==> config.mk <==
export PLATFORM = sky130hd
export DESIGN_NAME = fifo_flex
export DESIGN_NICKNAME = d
export VERILOG_FILES = /design/src/rtl/fifo_flex.sv
export SDC_FILE = /design/constraint.sdc
export NUM_CORES = 1
export LEC_CHECK = 0
export ABC_AREA = 1
export CORE_MARGIN = 4
export CORE_UTILIZATION = 50
export DETAILED_ROUTE_END_ITERATION = 6
export GPL_TIMING_DRIVEN = 1
export PLACE_DENSITY = 0.7
export SETUP_SLACK_MARGIN = 0.2
export SLEW_MARGIN = 20
export SYNTH_ARGS = -nofsm -noshare
export SYNTH_HDL_FRONTEND = slang
export SYNTH_SLANG_ARGS = --single-unit
export TNS_END_PERCENT = 20
==> constraint.sdc <==
create_clock -name clk -period 6.6 [get_ports clk]
set_clock_uncertainty 0.05 [all_clocks]
set_input_delay 0.66 -clock clk [delete_from_list [all_inputs] [get_ports clk]]
set_output_delay 0.66 -clock clk [all_outputs]
set_load 0.01 [all_outputs]
==> src/rtl/fifo_flex.sv <==
// fifo_flex: synchronous first-word fall-through FIFO with arbitrary
// (non power-of-two) depth, registered occupancy counter, active-low
// status flags derived from that counter, and sticky overflow/underflow
// error bits. Storage is a circular buffer; only control state is reset.
module fifo_flex #(
    parameter int DATA_WIDTH    = 8,
    parameter int FIFO_DEPTH    = 5,
    parameter int COUNTER_WIDTH = $clog2(FIFO_DEPTH + 1),
    parameter int AF_LEVEL      = FIFO_DEPTH - 1,
    parameter int AE_LEVEL      = 1
) (
    input  logic                     clk,
    input  logic                     rst,
    input  logic [DATA_WIDTH-1:0]    din,
    input  logic                     enq,
    input  logic                     deq,
    input  logic                     clr,
    output logic [DATA_WIDTH-1:0]    dout,
    output logic                     full_n,
    output logic                     empty_n,
    output logic                     almost_full_n,
    output logic                     almost_empty_n,
    output logic [COUNTER_WIDTH-1:0] count,
    output logic                     overflow,
    output logic                     underflow
);

    // Pointer width covers indices 0..FIFO_DEPTH-1 (FIFO_DEPTH >= 2).
    localparam int PTR_WIDTH = (FIFO_DEPTH > 1) ? $clog2(FIFO_DEPTH) : 1;

    localparam logic [PTR_WIDTH-1:0]     LP_PTR_LAST = PTR_WIDTH'(FIFO_DEPTH - 1);
    localparam logic [PTR_WIDTH-1:0]     LP_PTR_ONE  = PTR_WIDTH'(1);
    localparam logic [COUNTER_WIDTH-1:0] LP_CNT_FULL = COUNTER_WIDTH'(FIFO_DEPTH);
    localparam logic [COUNTER_WIDTH-1:0] LP_CNT_ONE  = COUNTER_WIDTH'(1);
    localparam logic [COUNTER_WIDTH-1:0] LP_AF_LEVEL = COUNTER_WIDTH'(AF_LEVEL);
    localparam logic [COUNTER_WIDTH-1:0] LP_AE_LEVEL = COUNTER_WIDTH'(AE_LEVEL);

    // Storage and control state
    logic [DATA_WIDTH-1:0]    r_mem [FIFO_DEPTH];
    logic [PTR_WIDTH-1:0]     r_wr_ptr;
    logic [PTR_WIDTH-1:0]     r_rd_ptr;
    logic [COUNTER_WIDTH-1:0] r_count;
    logic                     r_overflow;
    logic                     r_underflow;

    // Combinational helpers
    logic                     w_full;
    logic                     w_empty;
    logic                     w_do_wr;
    logic                     w_do_rd;
    logic                     w_ovf_evt;
    logic                     w_unf_evt;
    logic [PTR_WIDTH-1:0]     w_wr_ptr_nxt;
    logic [PTR_WIDTH-1:0]     w_rd_ptr_nxt;

    // Status decode from the registered count only.
    always_comb begin
        w_full  = (r_count == LP_CNT_FULL);
        w_empty = (r_count == '0);
    end

    // Accept/reject decisions; a pop in the same cycle frees the slot a full write needs.
    always_comb begin
        w_do_rd   = deq && !w_empty && !clr;
        w_do_wr   = enq && (!w_full || deq) && !clr;
        w_ovf_evt = enq && w_full && !deq;
        w_unf_evt = deq && w_empty;
    end

    // Circular pointer advance with explicit wrap at FIFO_DEPTH-1.
    always_comb begin
        w_wr_ptr_nxt = (r_wr_ptr == LP_PTR_LAST) ? '0 : r_wr_ptr + LP_PTR_ONE;
        w_rd_ptr_nxt = (r_rd_ptr == LP_PTR_LAST) ? '0 : r_rd_ptr + LP_PTR_ONE;
    end

    // Storage write; array contents are deliberately not reset.
    always_ff @(posedge clk) begin
        if (w_do_wr) begin
            r_mem[r_wr_ptr] <= din;
        end
    end

    // Pointers, occupancy and sticky errors; clr outranks enq/deq.
    always_ff @(posedge clk or posedge rst) begin
        if (rst) begin
            r_wr_ptr    <= '0;
            r_rd_ptr    <= '0;
            r_count     <= '0;
            r_overflow  <= 1'b0;
            r_underflow <= 1'b0;
        end else if (clr) begin
            r_wr_ptr    <= '0;
            r_rd_ptr    <= '0;
            r_count     <= '0;
            r_overflow  <= 1'b0;
            r_underflow <= 1'b0;
        end else begin
            if (w_do_wr) begin
                r_wr_ptr <= w_wr_ptr_nxt;
            end
            if (w_do_rd) begin
                r_rd_ptr <= w_rd_ptr_nxt;
            end
            case ({w_do_wr, w_do_rd})
                2'b10:   r_count <= r_count + LP_CNT_ONE;
                2'b01:   r_count <= r_count - LP_CNT_ONE;
                default: r_count <= r_count;
            endcase
            if (w_ovf_evt) begin
                r_overflow <= 1'b1;
            end
            if (w_unf_evt) begin
                r_underflow <= 1'b1;
            end
        end
    end

    // Output drive: fall-through head word, zero while empty.
    always_comb begin
        dout           = w_empty ? '0 : r_mem[r_rd_ptr];
        full_n         = !w_full;
        empty_n        = !w_empty;
        almost_full_n  = !(r_count >= LP_AF_LEVEL);
        almost_empty_n = !(r_count <= LP_AE_LEVEL);
        count          = r_count;
        overflow       = r_overflow;
        underflow      = r_underflow;
    end

endmodule

==> results by group, run 1 <==
Finish
  • Final design utilization: 62.1%
  • Fin nets: 253
  • Commonest non-fill, non-tap cell in the layout: edfxtp_1
  • Area Growth Syn to Fin: 18.3%
  • Final cell count without fillers: 285
  • Commonest cells after routing, fill and taps aside: 40 x edfxtp_1, 29 x clkdlybuf4s50_1, 27 x o21ai_0
  • Final instance area: 0.00274 mm2
  • Layout cells sized above 1: 10.3%
  • Antenna diodes: 0

STA
  • Slew headroom: 39.9%
  • Fmax: 324 MHz
  • TNS Setup: 0 ns
  • Final hold vios: 0
  • Final Max Tran Viols: 0
  • Worst-margin pin slew: 0.894 ns
  • Post-route setup slack: 3.51 ns
  • Final period utilization: 46.8%
  • RSZ-0062 raised after global routing: no
  • Final setup violation count: 0
  • Period minus WS final: 3.09 ns

CTS
  • CTS tree: done
  • Clk sinks: 51
  • Post-cts sizing count: 0
  • Clock transition at path regs: 0.08 ns
  • Worst skew pair latency: 0.29 ns
  • Root buffer cell: clkbuf_8
  • Post-CTS Setup Bufs: 0
  • CTS Buf Count: 5
  • Clock Tree Buf Depth: 2
  • H-tree lvl count: 2
  • Cts hold-fix bufs: 0

Global route
  • Aggregate global routing overflow: 0
  • Initial antenna violation count: 0
  • First-pass GRT wire length: 7.44 mm
  • Pin count of the biggest net entering global routing: 20
  • Gr usage total: 16.0%
  • Vias in the first global route: 1525

Floorplanning
  • Initial Utilization: 52.5%
  • Cell Rows: 24
  • Die area: 0.00579 mm2
  • Chip height: 76.1 um
  • IO Count: 30
  • Die extent in x: 76.1 um
  • Core Region: 0.00441 mm2

Place
  • DP Worst Slack: 3.60 ns
  • DP Area: 0.00266 mm2
  • DP Cell Count: 277
  • Detailed-placement wirelength estimate: 3.11 mm
  • Gpl congestion: 0.798
  • Buffers added on ports: 29

Routing
  • Vias per Instance: 5.42
  • Iteration-0 DRC Markers: 69
  • DRT antenna net count: 0
  • Via count: 1546
  • DRC errors left: 0
  • 1st-pass router iterations: 4
  • Wire length per cell: 15.5 um
  • Drt total wl: 4.42 mm

Setup path
  • Worst EP required: 5.89 ns
  • Crit-path max cell delay: 0.75 ns
  • Worst Setup EP: dout[4]
  • Worst path depth: 6
  • WP data arrival: 2.38 ns
  • CP cell instances: inv_2, o21ai_0, o22ai_1, o21bai_1, inv_1, clkdlybuf4s50_1
  • R2R Path End: r_mem[0][5]
  • FF-to-FF Start: count[1]
  • Critical Path End Type: output pin
  • R2R cell count: 6
  • Reg2reg setup slack: 4.24 ns
  • Crit path buf inv count: 3
  • Start point of the critical path: r_rd_ptr[0]
  • Delay-heaviest family, CP: buffers and inverters
  • Highest-delay cell along the critical path: dfrtp_1
  • Startpoint types: flip-flop
  • Worst-path fanout max: 19
  • WS Path Type: flip-flop to output pin

Logic synthesis
  • Synth Register Bits: 51
  • Synth Net Count: 220
  • Register area share after synthesis: 63.7%
  • Distinct cells, synth: 27
  • Avg Inst Size Synth: 11.7 um2
  • Yosys warning count: 0
  • Mapped Cells: 199
  • Mapped Area: 0.00232 mm2

Min path
  • Worst Hold Path Cells: 1
  • Hold Path Class: flip-flop to flip-flop

Power and ir drop
  • P per Cell Area: 253 mW/mm2
  • Worst vdd ir: 0.160 mV
  • Leak Pwr: 0.00108 uW

Outcome
  • Status: completed

Job
  • Number of max-cap violations: 0
==> kinds of logic after synthesis <==
group           count (synthesis)  synth area share (%)
xor+xnor                        3                  1.13
fa+ha+maj                       8                  4.32
simple gates                   54                  11.4
buf+inv                        29                  5.94
compound gates                 54                  13.5
flops                          51                  63.7
==> synth_stat cells <==
cell	number	area share (%)
o21bai_1	8	2.6
xnor2_1	2	0.76
nand2_2	3	0.81
nor3_1	4	0.86
buf_2	2	0.43
inv_2	4	0.65
nand3_1	2	0.43
a21oi_2	1	0.38
nand4_4	1	0.92
a21oi_1	3	0.65
o21ai_0	27	5.8
a31oi_1	1	0.27
edfxtp_1	40	52
nand3_2	3	1.3
nor2_1	20	3.2
o21a_1	1	0.32
nand2_1	17	2.8
nor4_1	3	0.81
dfrtp_1	11	12
clkinv_1	1	0.16
buf_4	1	0.32
inv_1	18	2.9
xor2_1	1	0.38
ha_1	8	4.3
buf_6	3	1.5
nand4_1	1	0.27
o22ai_1	13	3.5
==> per-layer routing <==
metal	share of wire [%]	wire length, um	vias to the layer above	GRT usage [%]
li1	-	-	772	-
met1	44	1950	732	19.2
met2	51	2240	40	28.3
met3	4.7	209	2	4.02
met4	0.54	24	0	4.20
met5	0	0	-	0
==> sequential cells by signal (all words and copies together) (netlist names) <==
| register | cells |
|---|---|
| r_rd_ptr | 3 |
| underflow | 1 |
| count | 3 |
| r_wr_ptr | 3 |
| r_mem | 40 |
| overflow | 1 |
==> layout make-up <==
cell class,instances,area (um2)
clock buffer,7,76.3
fill,366,1670
tap,52,65.1
timing repair buffer,32,313
multi-input combinational,119,721
inverter,23,86.3
sequential,51,1480
clock inverter,1,5.00
==> worst min-delay path by stage <==
stage,start,end,slack [ns]
5_1_grt,underflow,underflow,0.48
2_1_floorplan,rst,count[0],0.46
6_report,underflow,underflow,0.45
3_3_place_gp,underflow,underflow,0.43
3_5_place_dp,underflow,underflow,0.43
4_1_cts,underflow,underflow,0.45
==> report_power, final <==
part / internal [uW] / switching (uW)
clock network: 74.4 / 89.2
logic: 74.3 / 82.8
registers: 358 / 16.3
==> through the flow <==
| stage | power, uW | hold WS (ns) |
|---|---|---|
| floorplan | 473 | 0.462 |
| finish | 695 | 0.448 |
| CTS | 699 | 0.453 |
| global route | 737 | 0.479 |
| detailed placement | 540 | 0.435 |
| global placement | 537 | 0.429 |
==> worst reg2reg max path, stage by stage (launching register included) <==
cell and delay, ns:
dfrtp_1 0.42, inv_1 0.10, ha_1 0.22, nand3_2 0.11, nand3_2 0.17, nor4_1 0.73
buf_4 0.28
(Power assumes the default switching activity.)
==> run 2: changes to the inputs <==
--- a/config.mk
+++ b/config.mk
@@ -7,10 +7,10 @@
 export LEC_CHECK = 0
 export ABC_AREA = 1
 export CORE_MARGIN = 4
-export CORE_UTILIZATION = 50
+export CORE_UTILIZATION = 49
 export DETAILED_ROUTE_END_ITERATION = 6
 export GPL_TIMING_DRIVEN = 1
-export PLACE_DENSITY = 0.7
+export PLACE_DENSITY = 0.72
 export SETUP_SLACK_MARGIN = 0.2
 export SLEW_MARGIN = 20
 export SYNTH_ARGS = -nofsm -noshare
==> constraint.sdc (replaced) <==
create_clock -name clk -period 2.5 [get_ports clk]
set_clock_uncertainty 0.05 [all_clocks]
set_input_delay 0.25 -clock clk [delete_from_list [all_inputs] [get_ports clk]]
set_output_delay 0.25 -clock clk [all_outputs]
set_load 0.01 [all_outputs]
==> run 2 against run 1 <==
Setup slack lost 3.3 ns; clock power grew to 2.9 times the previous value; global-route usage grew 0.17 points; worst hold slack lost 0.27 ns; critical endpoint is now dout[0]; largest cell class unchanged; highest routed layer unchanged.
==> results by group, run 2 (same netlist as run 1, synthesis figures left out) <==
Setup path
  • Critical Path End Type: output pin
  • Worst EP required: 2.20 ns
  • R2R cell count: 6
  • Startpoint types: flip-flop
  • WS Path Type: flip-flop to output pin
  • Worst-path fanout max: 12
  • WP data arrival: 1.95 ns

CTS
  • Worst skew pair latency: 0.30 ns
  • CTS Buf Count: 5
  • Clk sinks: 51
  • Cts hold-fix bufs: 0
  • CTS tree: done
  • H-tree lvl count: 2
  • Clock Tree Buf Depth: 2
  • Root buffer cell: clkbuf_8
  • Clock transition at path regs: 0.10 ns

Floorplanning
  • Die area: 0.00590 mm2
  • Core Region: 0.00447 mm2
  • Cell Rows: 24
  • Chip height: 76.8 um
  • IO Count: 30
  • Initial Utilization: 51.8%
  • Die extent in x: 76.8 um

Power and ir drop
  • Power share of the sequential group: 50.2%
  • P per Cell Area: 678 mW/mm2
  • Worst vdd ir: 0.473 mV
  • Power Internal: 1380 uW
  • Comb pwr share: 25.3%
  • Leak Pwr: 0.00116 uW
  • Switch Pwr: 544 uW
  • Net Sw Frac: 28.3%
  • Clock power share: 24.5%

Finish
  • Final instance area: 0.00284 mm2
  • Antenna diodes: 0
  • Commonest non-fill, non-tap cell in the layout: edfxtp_1
  • Area Growth Syn to Fin: 22.4%
  • Biggest register: r_mem
  • Commonest cells after routing, fill and taps aside: 40 x edfxtp_1, 28 x clkdlybuf4s50_1, 27 x o21ai_0
  • Fillers: 373
  • Fin nets: 265
  • Max reg flops: 40
  • Layout cells sized above 1: 15.1%

Routing
  • 1st-pass router iterations: 4
  • Vias per Instance: 5.48
  • Via count: 1627
  • DRT antenna net count: 0
  • Drt total wl: 4.63 mm
  • Wire length per cell: 15.6 um
  • Iteration-0 DRC Markers: 117
  • DRC errors left: 0

Min path
  • Hold Path Class: primary input to asynchronous set/reset pin

STA
  • RSZ-0062 raised after global routing: yes
  • TNS Setup: 0 ns
  • Worst-margin pin slew: 0.430 ns
  • Final Max Tran Viols: 0
  • Slew headroom: 71.3%
  • Fmax: 445 MHz
  • Period minus WS final: 2.25 ns
  • Final hold vios: 0
  • Final setup violation count: 0
  • Final period utilization: 89.9%

Place
  • Detailed-placement wirelength estimate: 3.07 mm
  • DP Area: 0.00268 mm2
  • Gpl congestion: 0.804
  • Buffers added on ports: 29

Outcome
  • Status: completed

Global route
  • Vias in the first global route: 1509
  • Initial antenna violation count: 0
  • Gr usage total: 16.1%
  • Aggregate global routing overflow: 0
  • First-pass GRT wire length: 7.38 mm
  • Pin count of the biggest net entering global routing: 20

Job
  • Number of max-cap violations: 0
-- run 2: cell types whose count changed in the layout (fill, tap and decap cells not counted), moves of 2 or more --
| cell | change |
|---|---|
| clkbuf_1 | -2 |
| nor3_1 | +2 |
| nor3_2 | -2 |
| buf_4 | +11 |
-- run 2: layout make-up --
| class | instances | area [um2] | area share, % |
|---|---|---|---|
| inverters | 23 | 88.8 | 3.13 |
| clock buffers | 5 | 68.8 | 2.42 |
| flip-flops and latches | 51 | 1480 | 52.0 |
| clock inverters | 3 | 22.5 | 0.793 |
| multi-input cells | 120 | 718 | 25.3 |
| repair buffers | 43 | 398 | 14.0 |
| well taps | 52 | 65.1 | 2.29 |
-- run 2: path summary, 6_finish.rpt --
| kind | from | to | slack [ns] |
|---|---|---|---|
| max in group asynchronous | rst | r_rd_ptr[0] | 1.90 |
| worst max-delay path | r_rd_ptr[0] | dout[0] | 0.25 |
| worst min-delay path | rst | count[1] | 0.18 |
| worst min register to register | underflow | underflow | 0.45 |
| worst max register to register | count[0] | r_mem[4][7] | 0.62 |
| min in group clk | underflow | underflow | 0.45 |
-- run 2: layer usage --
| layer | track usage, % | up-vias | part of all wire [%] |
|---|---|---|---|
| li1 | - | 802 | - |
| met2 | 26.4 | 45 | 50 |
| met5 | 0 | - | 0 |
| met3 | 4.45 | 2 | 5.5 |
| met1 | 21.1 | 778 | 44 |
| met4 | 4.53 | 0 | 0.54 |
-- run 2: worst max-delay path, cell delays in order, from the launching register on --
cell and delay, ns:
dfrtp_2 0.49, buf_4 0.20, o21ai_0 0.19, o22ai_1 0.11
o21bai_1 0.14, inv_1 0.05, clkdlybuf4s50_1 0.47
-- run 2: power by group through the flow --
stage                     registers [uW]  clock network (uW)  logic (uW)
final                                966                 472         488
after floorplan                      990                   0         259
after global placement               986                   0         432
after CTS                            966                 486         459
after global routing                 970                 530         542
after detailed placement             987                   0         442
-- run 2: what timing repair did --
item | CTS | global route
pin swaps | 0 | 1
gates cloned | 0 | 1
resized for setup | 3 | 2
endpoints found under the hold margin | 0 | 0
endpoints found under the setup margin | 8 | 8
setup buffers | 2 | 4
-- run 2: metrics by stage --
step                total power, uW  util (%)  worst slack [ns]  instances  hold WS [ns]
floorplan                      1250         -             0.263        199        0.0524
global placement               1420      60.0             0.387        282         0.422
detailed placement             1430      60.0             0.350        282         0.446
CTS                            1910      62.5             0.172        292         0.187
global route                   2040      63.5             0.123        297         0.211
finish                         1930      63.5             0.252        297         0.181
==> run 3: changes to the inputs <==
--- a/config.mk
+++ b/config.mk
@@ -8,6 +8,7 @@
 export ABC_AREA = 1
 export CORE_MARGIN = 4
 export CORE_UTILIZATION = 49
+export CTS_CLUSTER_SIZE = 28
 export DETAILED_ROUTE_END_ITERATION = 6
 export GPL_TIMING_DRIVEN = 1
 export PLACE_DENSITY = 0.72
@@ -16,4 +17,3 @@
 export SYNTH_ARGS = -nofsm -noshare
 export SYNTH_HDL_FRONTEND = slang
 export SYNTH_SLANG_ARGS = --single-unit
-export TNS_END_PERCENT = 20
==> run 3 against run 2 <==
Worst hold slack got worse by 0.0030 ns; setup slack improved by 0.0070 ns; first-iteration DRC count increased by 5.1%.
==> results by group, run 3 (same netlist as run 1, synthesis figures left out) <==
Routing
  • 1st-pass router iterations: 4
  • Wire length per cell: 15.9 um
  • Vias per Instance: 5.41
  • DRT antenna net count: 0
  • Iteration-0 DRC Markers: 123
  • Drt total wl: 4.70 mm
  • DRC errors left: 0
  • Via count: 1600

STA
  • RSZ-0062 raised after global routing: yes
  • Post-route setup slack: 0.259 ns
  • Final Max Tran Viols: 0
  • Period minus WS final: 2.24 ns
  • Fmax: 446 MHz
  • TNS Setup: 0 ns
  • Final hold vios: 0
  • Final setup violation count: 0
  • Worst-margin pin slew: 0.431 ns
  • Final period utilization: 89.6%
  • Slew headroom: 71.2%
  • WHS: 0.178 ns

Global route
  • First-pass GRT wire length: 7.43 mm
  • Pin count of the biggest net entering global routing: 20
  • Gr usage total: 16.2%
  • Initial antenna violation count: 0
  • Vias in the first global route: 1517
  • Aggregate global routing overflow: 0

Setup path
  • Worst EP required: 2.20 ns
  • Crit-path max cell delay: 0.48 ns
  • CP cell instances: buf_4, o21ai_0, o22ai_1, o21bai_1, inv_1, clkdlybuf4s50_1
  • Worst-path fanout max: 12
  • WS Path Type: flip-flop to output pin
  • Reg2reg setup slack: 0.59 ns
  • Highest-delay cell along the critical path: dfrtp_2
  • WP data arrival: 1.94 ns
  • Critical Path End Type: output pin
  • Startpoint types: flip-flop

Place
  • Gpl congestion: 0.804
  • DP Worst Slack: 0.350 ns
  • Detailed-placement wirelength estimate: 3.07 mm
  • Buffers added on ports: 29

Finish
  • Commonest non-fill, non-tap cell in the layout: edfxtp_1
  • Max reg flops: 40
  • Antenna diodes: 0
  • Layout cells sized above 1: 15.6%
  • Fillers: 369
  • Register area: 0.00148 mm2
  • Fin nets: 264
  • Biggest register: r_mem
  • Final design utilization: 63.9%
  • Area Growth Syn to Fin: 23.3%
  • Commonest cells after routing, fill and taps aside: 40 x edfxtp_1, 25 x o21ai_0, 25 x clkdlybuf4s50_1
  • Multi-input logic area: 733 um2

Outcome
  • Status: completed

CTS
  • Root buffer cell: clkbuf_8
  • Worst skew pair latency: 0.30 ns
  • Clk sinks: 51
  • Clock Tree Buf Depth: 2
  • CTS tree: done
  • Cts hold-fix bufs: 0
  • CTS Buf Count: 5
  • H-tree lvl count: 2
  • Clock transition at path regs: 0.10 ns

Floorplanning
  • Die extent in x: 76.8 um
  • Die area: 0.00590 mm2
  • IO Count: 30
  • Initial Utilization: 51.8%
  • Cell Rows: 24
  • Chip height: 76.8 um
  • Core Region: 0.00447 mm2

Min path
  • Hold Path Class: primary input to asynchronous set/reset pin

Power and ir drop
  • P per Cell Area: 677 mW/mm2
  • Worst vdd ir: 0.471 mV
  • Leak Pwr: 0.00121 uW

Job
  • Number of max-cap violations: 0
-- run 3: routing by layer --
metal | global-route usage [%] | up-vias | share of wire [%]
met5 | 0 | - | 0
li1 | - | 799 | -
met4 | 4.53 | 0 | 0.87
met1 | 21.2 | 750 | 44
met2 | 26.6 | 47 | 48
met3 | 4.45 | 4 | 6.2
-- run 3: final timing paths --
kind,end,start,depth (start not counted)
max reg2reg,r_mem[4][7],count[0],6
min reg2reg,underflow,underflow,1
max,dout[7],r_rd_ptr[0],6
max in group asynchronous,r_rd_ptr[0],rst,2
min in group clk,underflow,underflow,1
min,count[1],rst,2
-- run 3: stage by stage --
step                      power, uW  std cells  cell area, um2
after global placement         1420        282            2680
after detailed placement       1430        282            2680
after floorplan                1250        199            2320
after global routing           2050        296            2860
final                          1930        296            2860
after CTS                      1920        293            2810
-- run 3: final cells by class --
type                            count  area share [%]
Inverter                           23            3.24
Tap cell                           52            2.28
Sequential cell                    51            51.7
Timing Repair Buffer               42            13.9
Multi-Input combinational cell    120            25.7
Clock buffer                        5            2.41
Clock inverter                      3           0.788
-- run 3: repair_timing --
item | in CTS | in global routing
setup endpoints to repair | 8 | 8
resized for setup | 3 | 11
cloned | 0 | 1
buffers inserted | 3 | 2
pin swaps | 1 | 0
-- run 3: power by group --
part | internal [uW] | switching (uW) | total [uW] | leakage [uW]
logic | 233 | 259 | 492 | 0.000648
clock network | 201 | 273 | 474 | 0.0000485
registers | 946 | 21.8 | 968 | 0.000510
total | 1380 | 554 | 1930 | 0.00121
-- run 3: critical path: cells and delay by family (launching register included) --
family,cells,cell delay [ns]
compound gates,3,0.42
flops,1,0.48
buf+inv,3,0.72
